### src/rtl/multi_buffer_swap_ctrl_pkg.sv
// Shared types for the N-way frame buffer swap controller: presentation modes,
// per-buffer ownership codes and the producer/consumer state encodings.
package multi_buffer_swap_ctrl_pkg;

  localparam int MODE_FIFO   = 0;
  localparam int MODE_LATEST = 1;

  typedef enum logic [1:0] {
    ST_FREE  = 2'd0,
    ST_DRAW  = 2'd1,
    ST_READY = 2'd2,
    ST_DISP  = 2'd3
  } buf_state_e;

  // P_IDLE: waiting for a free buffer | P_REQ: grant offered | P_DRAW: producer drawing
  typedef enum logic [1:0] {
    P_IDLE = 2'd0,
    P_REQ  = 2'd1,
    P_DRAW = 2'd2
  } prod_state_e;

  // C_IDLE: nothing offered to display | C_REQ: swap pending until swap_ack
  typedef enum logic {
    C_IDLE = 1'b0,
    C_REQ  = 1'b1
  } cons_state_e;

endpackage

### src/rtl/multi_buffer_swap_ctrl_ready_queue.sv
// Ordered queue of READY buffer indices, oldest at entry 0. Supports one push
// and a multi-entry pop in the same cycle; the push lands behind the survivors.
module swap_ready_queue #(
  parameter int DEPTH = 3,
  parameter int BW    = 2,
  parameter int CW    = 2
) (
  input  logic                      clock,
  input  logic                      reset,
  input  logic                      push_i,
  input  logic [BW-1:0]             push_idx_i,
  input  logic [CW-1:0]             pop_n_i,
  output logic [BW-1:0]             head_o,
  output logic [BW-1:0]             newest_o,
  output logic [CW-1:0]             count_o,
  output logic [DEPTH-1:0][BW-1:0]  entries_o
);

  logic [DEPTH-1:0][BW-1:0] mem_q, mem_d;
  logic [CW-1:0]            cnt_q, cnt_d;

  always_comb begin
    mem_d = mem_q;
    for (int i = 0; i < DEPTH; i++) begin
      for (int k = 0; k < DEPTH; k++) begin
        if ((CW'(k) == pop_n_i) && (i + k < DEPTH)) mem_d[i] = mem_q[i + k];
      end
    end
    cnt_d = cnt_q - pop_n_i;
    if (push_i) begin
      for (int i = 0; i < DEPTH; i++) begin
        if (CW'(i) == cnt_d) mem_d[i] = push_idx_i;
      end
      cnt_d = cnt_d + CW'(1);
    end
  end

  always_ff @(posedge clock) begin
    if (reset) begin
      mem_q <= '0;
      cnt_q <= '0;
    end else begin
      mem_q <= mem_d;
      cnt_q <= cnt_d;
    end
  end

  always_comb begin
    newest_o = mem_q[0];
    for (int i = 0; i < DEPTH; i++) begin
      if (CW'(i + 1) == cnt_q) newest_o = mem_q[i];
    end
  end

  assign head_o    = mem_q[0];
  assign count_o   = cnt_q;
  assign entries_o = mem_q;

endmodule

### src/rtl/multi_buffer_swap_ctrl.sv
// N-way frame buffer swap controller: hands buffers to the renderer, queues
// finished frames and presents them to scan-out in FIFO or LATEST order.
module multi_buffer_swap_ctrl
  import multi_buffer_swap_ctrl_pkg::*;
#(
  parameter int NUM_BUFS    = 3,
  parameter int MODE        = MODE_FIFO,
  parameter int SYNC_STAGES = 2,
  parameter int CNT_W       = 16,
  localparam int BW         = $clog2(NUM_BUFS)
) (
  input  logic             clock,
  input  logic             reset,
  output logic             swap,
  output logic [BW-1:0]    swap_buf,
  input  logic             swap_ack,
  output logic [BW-1:0]    front_buf,
  output logic             bg_start,
  output logic [BW-1:0]    bg_buf,
  input  logic             bg_start_ack,
  input  logic             bg_done,
  output logic             bg_done_ack,
  output logic [CNT_W-1:0] frame_count,
  output logic [CNT_W-1:0] drop_count,
  output logic             protocol_err
);

  localparam int CW = $clog2(NUM_BUFS + 1);
  localparam int SW = CNT_W + 1;

  buf_state_e  st_q [NUM_BUFS];
  buf_state_e  st_d [NUM_BUFS];
  prod_state_e p_q, p_d;
  cons_state_e c_q, c_d;

  logic [BW-1:0]          bg_buf_q, bg_buf_d;
  logic [BW-1:0]          swap_buf_q, swap_buf_d;
  logic [BW-1:0]          front_q, front_d;
  logic [CW-1:0]          pop_n_q, pop_n_d;
  logic [SYNC_STAGES-1:0] sync_q;
  logic                   ack_d_q;
  logic [CNT_W-1:0]       fc_q, fc_d, dc_q, dc_d;
  logic                   perr_q, perr_d;

  logic                      done_edge;
  logic                      any_free;
  logic [BW-1:0]             free_idx;
  logic                      q_push;
  logic [CW-1:0]             q_pop_n;
  logic [BW-1:0]             q_head, q_newest;
  logic [CW-1:0]             q_count;
  logic [NUM_BUFS-1:0][BW-1:0] q_entries;
  logic [SW-1:0]             dc_sum;

  assign done_edge = sync_q[SYNC_STAGES-1] & ~ack_d_q;

  always_comb begin
    any_free = 1'b0;
    free_idx = '0;
    for (int i = NUM_BUFS - 1; i >= 0; i--) begin
      if (st_q[i] == ST_FREE) begin
        any_free = 1'b1;
        free_idx = BW'(i);
      end
    end
  end

  swap_ready_queue #(
    .DEPTH (NUM_BUFS),
    .BW    (BW),
    .CW    (CW)
  ) u_ready_queue (
    .clock      (clock),
    .reset      (reset),
    .push_i     (q_push),
    .push_idx_i (bg_buf_q),
    .pop_n_i    (q_pop_n),
    .head_o     (q_head),
    .newest_o   (q_newest),
    .count_o    (q_count),
    .entries_o  (q_entries)
  );

  always_comb begin
    p_d        = p_q;
    c_d        = c_q;
    st_d       = st_q;
    bg_buf_d   = bg_buf_q;
    swap_buf_d = swap_buf_q;
    front_d    = front_q;
    pop_n_d    = pop_n_q;
    fc_d       = fc_q;
    dc_d       = dc_q;
    perr_d     = perr_q;
    q_push     = 1'b0;
    q_pop_n    = '0;
    dc_sum     = '0;

    // The granted buffer is reserved as DRAW while the grant is still offered.
    case (p_q)
      P_IDLE: if (any_free) begin
        bg_buf_d       = free_idx;
        st_d[free_idx] = ST_DRAW;
        p_d            = P_REQ;
      end
      P_REQ:  if (bg_start_ack) p_d = P_DRAW;
      P_DRAW: if (done_edge) begin
        st_d[bg_buf_q] = ST_READY;
        q_push         = 1'b1;
        p_d            = P_IDLE;
      end
      default: p_d = P_IDLE;
    endcase

    if (done_edge && (p_q != P_DRAW)) perr_d = 1'b1;

    // pop_n is fixed at request time so frames queued during the wait survive.
    case (c_q)
      C_IDLE: if (q_count != '0) begin
        c_d        = C_REQ;
        swap_buf_d = (MODE == MODE_LATEST) ? q_newest : q_head;
        pop_n_d    = (MODE == MODE_LATEST) ? q_count : CW'(1);
      end
      C_REQ: if (swap_ack) begin
        c_d              = C_IDLE;
        st_d[front_q]    = ST_FREE;
        st_d[swap_buf_q] = ST_DISP;
        front_d          = swap_buf_q;
        fc_d             = fc_q + CNT_W'(1);
        q_pop_n          = pop_n_q;
        for (int i = 0; i < NUM_BUFS; i++) begin
          if (CW'(i + 1) < pop_n_q) st_d[q_entries[i]] = ST_FREE;
        end
        dc_sum = {1'b0, dc_q} + SW'(pop_n_q) - SW'(1);
        dc_d   = dc_sum[CNT_W] ? '1 : dc_sum[CNT_W-1:0];
      end
      default: c_d = C_IDLE;
    endcase
  end

  always_ff @(posedge clock) begin
    if (reset) begin
      p_q        <= P_REQ;
      c_q        <= C_IDLE;
      bg_buf_q   <= BW'(1);
      swap_buf_q <= '0;
      front_q    <= '0;
      pop_n_q    <= '0;
      sync_q     <= '0;
      ack_d_q    <= 1'b0;
      fc_q       <= '0;
      dc_q       <= '0;
      perr_q     <= 1'b0;
      for (int i = 0; i < NUM_BUFS; i++) begin
        st_q[i] <= (i == 0) ? ST_DISP : ((i == 1) ? ST_DRAW : ST_FREE);
      end
    end else begin
      p_q        <= p_d;
      c_q        <= c_d;
      bg_buf_q   <= bg_buf_d;
      swap_buf_q <= swap_buf_d;
      front_q    <= front_d;
      pop_n_q    <= pop_n_d;
      sync_q     <= {sync_q[SYNC_STAGES-2:0], bg_done};
      ack_d_q    <= sync_q[SYNC_STAGES-1];
      fc_q       <= fc_d;
      dc_q       <= dc_d;
      perr_q     <= perr_d;
      st_q       <= st_d;
    end
  end

  assign swap         = (c_q == C_REQ);
  assign swap_buf     = swap_buf_q;
  assign front_buf    = front_q;
  assign bg_start     = (p_q == P_REQ);
  assign bg_buf       = bg_buf_q;
  assign bg_done_ack  = sync_q[SYNC_STAGES-1];
  assign frame_count  = fc_q;
  assign drop_count   = dc_q;
  assign protocol_err = perr_q;

endmodule

### config.mk
export PLATFORM = sky130hd
export DESIGN_NAME = multi_buffer_swap_ctrl
export DESIGN_NICKNAME = d
export VERILOG_FILES = /design/src/rtl/multi_buffer_swap_ctrl_pkg.sv /design/src/rtl/multi_buffer_swap_ctrl_ready_queue.sv /design/src/rtl/multi_buffer_swap_ctrl.sv
export SDC_FILE = /design/constraint.sdc
export NUM_CORES = 1
export LEC_CHECK = 0
export CORE_ASPECT_RATIO = 1.1
export CORE_MARGIN = 2
export CORE_UTILIZATION = 48
export DETAILED_ROUTE_END_ITERATION = 8
export GPL_ROUTABILITY_DRIVEN = 0
export PLACE_DENSITY = 0.87
export REMOVE_ABC_BUFFERS = 1
export SYNTH_ARGS = -nofsm -noshare
export SYNTH_HDL_FRONTEND = slang
export SYNTH_HIERARCHICAL = 1
export SYNTH_SLANG_ARGS = --single-unit
### constraint.sdc
create_clock -name clock -period 1.9 [get_ports clock]
set_input_delay 0.285 -clock clock [delete_from_list [all_inputs] [get_ports clock]]
set_output_delay 0.285 -clock clock [all_outputs]
set_load 0.05 [all_outputs]
Word-level counts from Yosys, hierarchy flattened --
Cells that the tools add are included.
Operators by class: bitwise logic cells 25, $lt $le $gt $ge 17, equality and inequality tests 10, reductions and logical operators 19, multiplexer cells 51, $add $sub $neg 5
Operators with widths (count):
- 6-bit two-way mux | 11
- 2-bit two-way mux | 19
- 2-bit demux with 2-bit select | 7
- 6-bit AND | 4
- 6-bit inverter | 4
- 3-bit >= comparator (second input constant) | 7
- 3-bit by 1-bit < comparator with 1-bit output (second input constant) | 7
- 2-bit inverter with 3-bit output | 7
- 16-bit by 1-bit adder with 17-bit output | 1
- 17-bit by 1-bit subtractor with 17-bit output (second input constant) | 1
- 16-bit by 1-bit adder with 16-bit output (second input constant) | 1
- 16-bit two-way mux | 1
- 6-bit case mux with 2 select lines | 1
- 2-bit zero test | 5
- 1-bit two-way mux | 9
- 1-bit logical AND | 8
- 2-bit AND reduction | 4
- 3-bit AND | 2
- 2-bit != test (second input constant) | 3
- 3-bit inverter | 2
- 3-bit bitwise OR | 2
- 6-bit bitwise OR | 1
- 2-bit case mux with 3 select lines | 1
- 2-bit by 1-bit < comparator with 1-bit output (first input constant) | 2
- 16 further kinds | 17
Storage, ports and cells: bits in registers 60

Logic depth before layout (Yosys ltp) --
Gate-level depths: netlist (run 1).
depth after elaboration 27, gate-level depth with buffers 7

Cells and area by module --
Netlist (run 1), hierarchy kept.
Modules (own cells, without submodules):
- multi_buffer_swap_ctrl | area an instance 2289.7 µm², times used 1, cells an instance 267, sequential area each 1041.0 µm²
- swap_ready_queue | area an instance 499.2 µm², times used 1, cells an instance 56, sequential area each 160.2 µm²

Least setup slack after synthesis (run 1) --
No wires, ideal clock.
kind reg2reg, from register c_q, in the netlist swap, to register u_ready_queue.mem_q, in the netlist u_ready_queue/entries_o[2], slack -0.482 ns, buffers on the path 0, arrival 2.253 ns, required time 1.770 ns, period minus slack after synthesis 2.382 ns, cell stages (with the launch flop) 8, cells stage by stage dfxtp_1 -> nand2_1 -> nor2_1 -> ha_1 -> xor3_1 -> or3_4 -> nor2_1 -> a211oi_1
Between the ends: longest elaborated chain between the ends 5
RTL lines:
- from (decl) | line multi_buffer_swap_ctrl.sv:34 | cons_state_e c_q, c_d;
- from (signal assigned) | line multi_buffer_swap_ctrl.sv:144 | c_q <= C_IDLE;
- from (signal assigned) | line multi_buffer_swap_ctrl.sv:159 | c_q <= c_d;
- 1-bit two-way mux * | line multi_buffer_swap_ctrl.sv:118 | case (c_q)
- net q_pop_n[0] | line multi_buffer_swap_ctrl.sv:49 | logic [CW-1:0] q_pop_n;
- 2-bit by 1-bit subtractor with 2-bit output or 1-bit equality test (tied branches) | line multi_buffer_swap_ctrl_ready_queue.sv:29, multi_buffer_swap_ctrl_ready_queue.sv:26
- 1-bit by 2-bit equality test with 1-bit output or 2-bit two-way mux (tied branches) | line multi_buffer_swap_ctrl_ready_queue.sv:32, multi_buffer_swap_ctrl_ready_queue.sv:26
- 2-bit two-way mux | line multi_buffer_swap_ctrl_ready_queue.sv:32 | if (CW'(i) == cnt_d) mem_d[i] = push_idx_i;
- 4-bit two-way mux * | line multi_buffer_swap_ctrl_ready_queue.sv:30 | if (push_i) begin
- to (signal assigned) | line multi_buffer_swap_ctrl_ready_queue.sv:43 | mem_q <= mem_d;
- to (decl) | line multi_buffer_swap_ctrl_ready_queue.sv:19 | logic [DEPTH-1:0][BW-1:0] mem_q, mem_d;
The timed path passes the listed nets; every way through them passes the cells marked *. A chain may end at the register's enable or synchronous reset.

Final worst setup path (run 1) --
from register fc_q[4], in the netlist frame_count[4], to output frame_count[4]
RTL lines:
- from (decl) | line multi_buffer_swap_ctrl.sv:42 | logic [CNT_W-1:0] fc_q, fc_d, dc_q, dc_d;
- from (signal assigned) | line multi_buffer_swap_ctrl.sv:151 | fc_q <= '0;
- from (signal assigned) | line multi_buffer_swap_ctrl.sv:166 | fc_q <= fc_d;
- to (decl) | line multi_buffer_swap_ctrl.sv:23 | output logic [CNT_W-1:0] frame_count,
No word-level cell between the ends.

==> results of run 1 <==
[final timing paths]
kind,start,end,depth (start not counted)
setup / recovery,frame_count[4],frame_count[4],1
hold / removal,reset,drop_count[10],2
setup reg to reg,drop_count[3],drop_count[9],4
hold reg to reg,sync_q[0],sync_q[1],1
[repair_timing]
item | CTS | global route
gates resized for setup | 5 | 11
setup endpoints to repair | 5 | 14
setup buffers | 0 | 1
pin swaps | 0 | 2
[flip-flops by register name (all words and copies together) (netlist names), 2 cells and up]
signal                   flops
front_buf                    2
u_ready_queue/entries_o      4
u_ready_queue/head_o         2
swap_buf                     2
st_q                         6
bg_buf                       2
p_q                          2
sync_q                       2
drop_count                  16
frame_count                 16
u_ready_queue/count_o        2
[power by group through the flow]
stage          logic [µW]  registers (µW)  clock network (µW)
6_report              887            1430                1100
3_5_place_dp          867            1460                   0
4_1_cts               873            1430                1110
3_3_place_gp          843            1450                   0
2_1_floorplan         353            1660                   0
5_1_grt               957            1440                1180
[metal layers]
layer	global-route usage	routed length, µm	vias to the layer above	share of wire
li1	-	-	1266	-
met1	0.2420	2843	1242	0.43
met2	0.3791	3362	58	0.51
met3	0.03696	231	16	0.035
met4	0.1091	127	0	0.019
met5	0	0	-	0
[cell type report]
cell class | count | area share
Clock buffer | 13 | 0.04126
Clock inverter | 2 | 0.009709
Inverter | 12 | 0.01248
Multi-Input combinational cell | 230 | 0.3977
Sequential cell | 60 | 0.3329
Tap cell | 75 | 0.02601
Timing Repair Buffer | 73 | 0.1800
[through the flow]
stage	instance area, µm²	total power [µW]	setup WS (ps)
final	3608	3421	38.41
after global routing	3608	3578	4.711
after CTS	3572	3416	1.457
after detailed placement	3395	2323	-264.5
after global placement	3395	2295	-147.3
after floorplan	2673	2010	-475.0
==> metrics, run 1 <==
Synth Instances=317; IO Pins=47; final setup violation count=0; Slew headroom=0.6464; Site Rows=28; fin util=0.6603; switch share=0.3218; first-pass GRT wire length=11110 µm; layout cells sized above 1=0.1487; Port Buf Inserts=46; Max stage delay on crit path=840 ps; Worst setup SP type=register; clk sinks=60; Final Hold Viols=0; worst path arrival time=1580 ps; internal power=2320 µW; Antenna Nets Post-Route=0; P_sw=1101 µW; Post-Syn Area=2751 µm²; initial antenna violation count=0; Pwr per Cell Area=947.9 nW/µm²; first drt pass iteration count=4; WL final=6565 µm; Clock Path Buffers=2; Max rail drop VDD=0.0007553 V; Final Cycle Share=0.9798; Initial DRC Count=144; GRT Total Usage=0.2123; Die Ht=83.41 µm; CTS tree=yes; Lkg Pwr=0.001538 µW; Avg Inst Size Synth=8.679 µm²; Overflow after GRT=0; Num CTS Buffers=9; Crit path max-delay family=buffers and inverters; Area growth, synth to finish=31.15%; slowest CP cell=clkdlybuf4s50_1; Skew-Pair Late Insertion Delay=340 ps; crit path capture type=output port; # placed instances=449; unrepaired setup endpoints after global routing=no; area of the multi-input gates=1435 µm²; clk slew on worst S/H paths=70 ps; H-tree levels=3; fin nets=395; r2r setup slk=150 ps; # Max-Cap Violations=0; Clk pwr share=0.323; Logic pwr share=0.259; vias in the first global route=2527; Final Slew Violations=0; commonest cells after routing, fill and taps aside=60 x dfxtp_1, 36 x buf_4, 33 x a21oi_1, 32 x nor2_1, 27 x nand2_1; fin cells=465; Setup TNS=0 ps; Worst Path Required=1620 ps; most common cell after layout, fill and taps aside=dfxtp_1; Worst Path Buf+Inv=1; Final HPWL DP=4548 µm; WL/cell=14.12 µm; routed vias/inst=5.553; Reg area=1201 µm²; largest net degree at the start of global routing=20; clk_skew=9.478 ps; maximum achievable frequency=537.2 MHz; drt drc=0; Die Wd=76.19 µm; Fin Hold WS=338.4 ps; via count=2582; slew of the pin with the lowest slew margin=528.7 ps; die footprint=6354 µm²; ANT cells=0; Starting Density=0.5034; cells along the critical path=clkdlybuf4s50_1; status=finished, final reports clean; CORE AREA=5465 µm²; Min Clock Period, post-route=1862 ps; Filler cells=486; kind of path behind the tightest hold check=in2reg; sequential share of power=0.418; Worst Path Max Fanout=5; Crit Path Class=reg2out; Synth Warn #=6; CTS root buffer=clkbuf_8; Post-CTS Hold Fix Bufs=0
(Power assumes the default switching activity.)
==> run 2: changes to the inputs <==
--- a/config.mk
+++ b/config.mk
@@ -5,7 +5,6 @@
 export SDC_FILE = /design/constraint.sdc
 export NUM_CORES = 1
 export LEC_CHECK = 0
-export CORE_ASPECT_RATIO = 1.1
 export CORE_MARGIN = 2
 export CORE_UTILIZATION = 48
 export DETAILED_ROUTE_END_ITERATION = 8
==> metrics, run 2 (synthesis results as in run 1) <==
status=finished, final reports clean (unchanged); final setup violation count=0 (unchanged); clk sinks=60 (unchanged); Max rail drop VDD=0.0005431 V (was 0.0007553 V); Lkg Pwr=0.001542 µW (was 0.001538 µW); Die Ht=79.71 µm (was 83.41 µm); Num CTS Buffers=9 (unchanged); first-pass GRT wire length=10550 µm (was 11110 µm); Site Rows=27 (was 28); WL final=6464 µm (was 6565 µm); worst path arrival time=1570 ps (was 1580 ps); Overflow after GRT=0 (unchanged); WL/cell=14.18 µm (was 14.12 µm); Pwr per Cell Area=1011 nW/µm² (was 947.9 nW/µm²); layout cells sized above 1=0.1432 (was 0.1487); Max stage delay on crit path=830 ps (was 840 ps); initial antenna violation count=0 (unchanged); Clock Path Buffers=2 (unchanged); Min Clock Period, post-route=1856 ps (was 1862 ps); via count=2570 (was 2582); kind of path behind the tightest hold check=in2reg (unchanged); GRT Total Usage=0.2131 (was 0.2123); Skew-Pair Late Insertion Delay=350 ps (was 340 ps); first drt pass iteration count=5 (was 4); fin cells=456 (was 465); Worst Path Buf+Inv=1 (unchanged); switch share=0.3098 (was 0.3218); die footprint=6354 µm² (about the same); Worst Path Max Fanout=4 (was 5); # placed instances=441 (was 449); Crit Path Class=reg2out (unchanged); Slew headroom=0.5829 (was 0.6464); fin util=0.6551 (was 0.6603); fin area=3607 µm² (was 3608 µm²); Crit path max-delay family=buffers and inverters (unchanged); IO Pins=47 (unchanged); Final Cycle Share=0.9768 (was 0.9798); Antenna Nets Post-Route=0 (unchanged); sequential share of power=0.392 (was 0.418); clk slew on worst S/H paths=70 ps (about the same); Worst Path Required=1620 ps (about the same); Die Wd=79.71 µm (was 76.19 µm); Final Hold Viols=0 (unchanged); Port Buf Inserts=46 (unchanged); maximum achievable frequency=538.8 MHz (was 537.2 MHz); CTS root buffer=clkbuf_8 (unchanged); ANT cells=0 (unchanged); fin nets=389 (was 395); H-tree levels=3 (unchanged); pre-CTS setup slack=-241.2 ps (was -264.5 ps); unrepaired setup endpoints after global routing=no (unchanged); Clk pwr share=0.368 (was 0.323); PnR worst setup slack=44.14 ps (was 38.41 ps); Starting Density=0.4997 (was 0.5034); crit path capture type=output port (unchanged); Area growth, synth to finish=31.11% (was 31.15%); Fin Hold WS=442.1 ps (was 338.4 ps); cells along the critical path=clkdlybuf4s50_1 (unchanged); P_sw=1130 µW (was 1101 µW); Initial DRC Count=173 (was 144); vias in the first global route=2409 (was 2527); slowest CP cell=clkdlybuf4s50_1 (unchanged); slew of the pin with the lowest slew margin=625.7 ps (was 528.7 ps); Logic pwr share=0.241 (was 0.259); Final HPWL DP=4462 µm (was 4548 µm); # Max-Cap Violations=0 (unchanged); internal power=2517 µW (was 2320 µW); Worst setup SP type=register (unchanged); CORE AREA=5507 µm² (was 5465 µm²); largest net degree at the start of global routing=34 (was 20); commonest cells after routing, fill and taps aside=60 x dfxtp_1, 33 x a21oi_1, 32 x nor2_1, 30 x buf_4, 27 x nand2_1 (was 60 x dfxtp_1, 36 x buf_4, 33 x a21oi_1, 32 x nor2_1, 27 x nand2_1); routed vias/inst=5.636 (was 5.553); Final Slew Violations=0 (unchanged); clk_skew=12.27 ps (was 9.478 ps); CTS tree=yes (unchanged); most common cell after layout, fill and taps aside=dfxtp_1 (unchanged); Placed Area=3353 µm² (was 3395 µm²); drt drc=0 (unchanged)
[run 2: power groups by stage]
stage                     registers, µW  logic [µW]  clock network, µW
after floorplan                    1660         353                  0
after global placement             1450         841                  0
after detailed placement           1450         870                  0
after CTS                          1430         870               1360
after global routing               1440         937               1410
final                              1430         879               1340
[run 2: stage by stage]
stage	total power, µW	TNS (ps)
final	3648	0
after global routing	3784	0
after CTS	3661	0
after detailed placement	2323	-1510
after global placement	2292	-1372
after floorplan	2010	-2656
[run 2: per-layer routing]
layer  track usage  vias to the layer above  wire, µm  share of wire
met5             0                        -         0              0
met3       0.04977                       16       346          0.054
li1              -                     1256         -              -
met4        0.1207                        0       140          0.022
met2        0.3613                       76      3181           0.49
met1        0.2452                     1222      2796           0.43
[run 2: path summary, 6_finish.rpt]
path	from	end	slack, ps	depth (start not counted)
max	drop_count[12]	drop_count[12]	40	1
min reg2reg	sync_q[0]	sync_q[1]	450	1
min	reset	drop_count[12]	440	2
max reg2reg	pop_n_q[0]	drop_count[5]	70	6
[run 2: layout make-up]
type	count	area, µm²
clock inverter	3	68.82
fill	431	1899
inverter	12	45.04
multi-input combinational	230	1434
tap	72	90.09
clock buffer	12	165.2
sequential	60	1201
timing repair buffer	67	603.1
[run 2: repair_timing]
action                                  4_1_cts  5_1_grt
endpoints found under the hold margin         0        0
hold buffers                                  0        0
endpoints found under the setup margin        6        9
buffers inserted                              0        0
pin swaps                                     0        1
gates resized for setup                       6       10
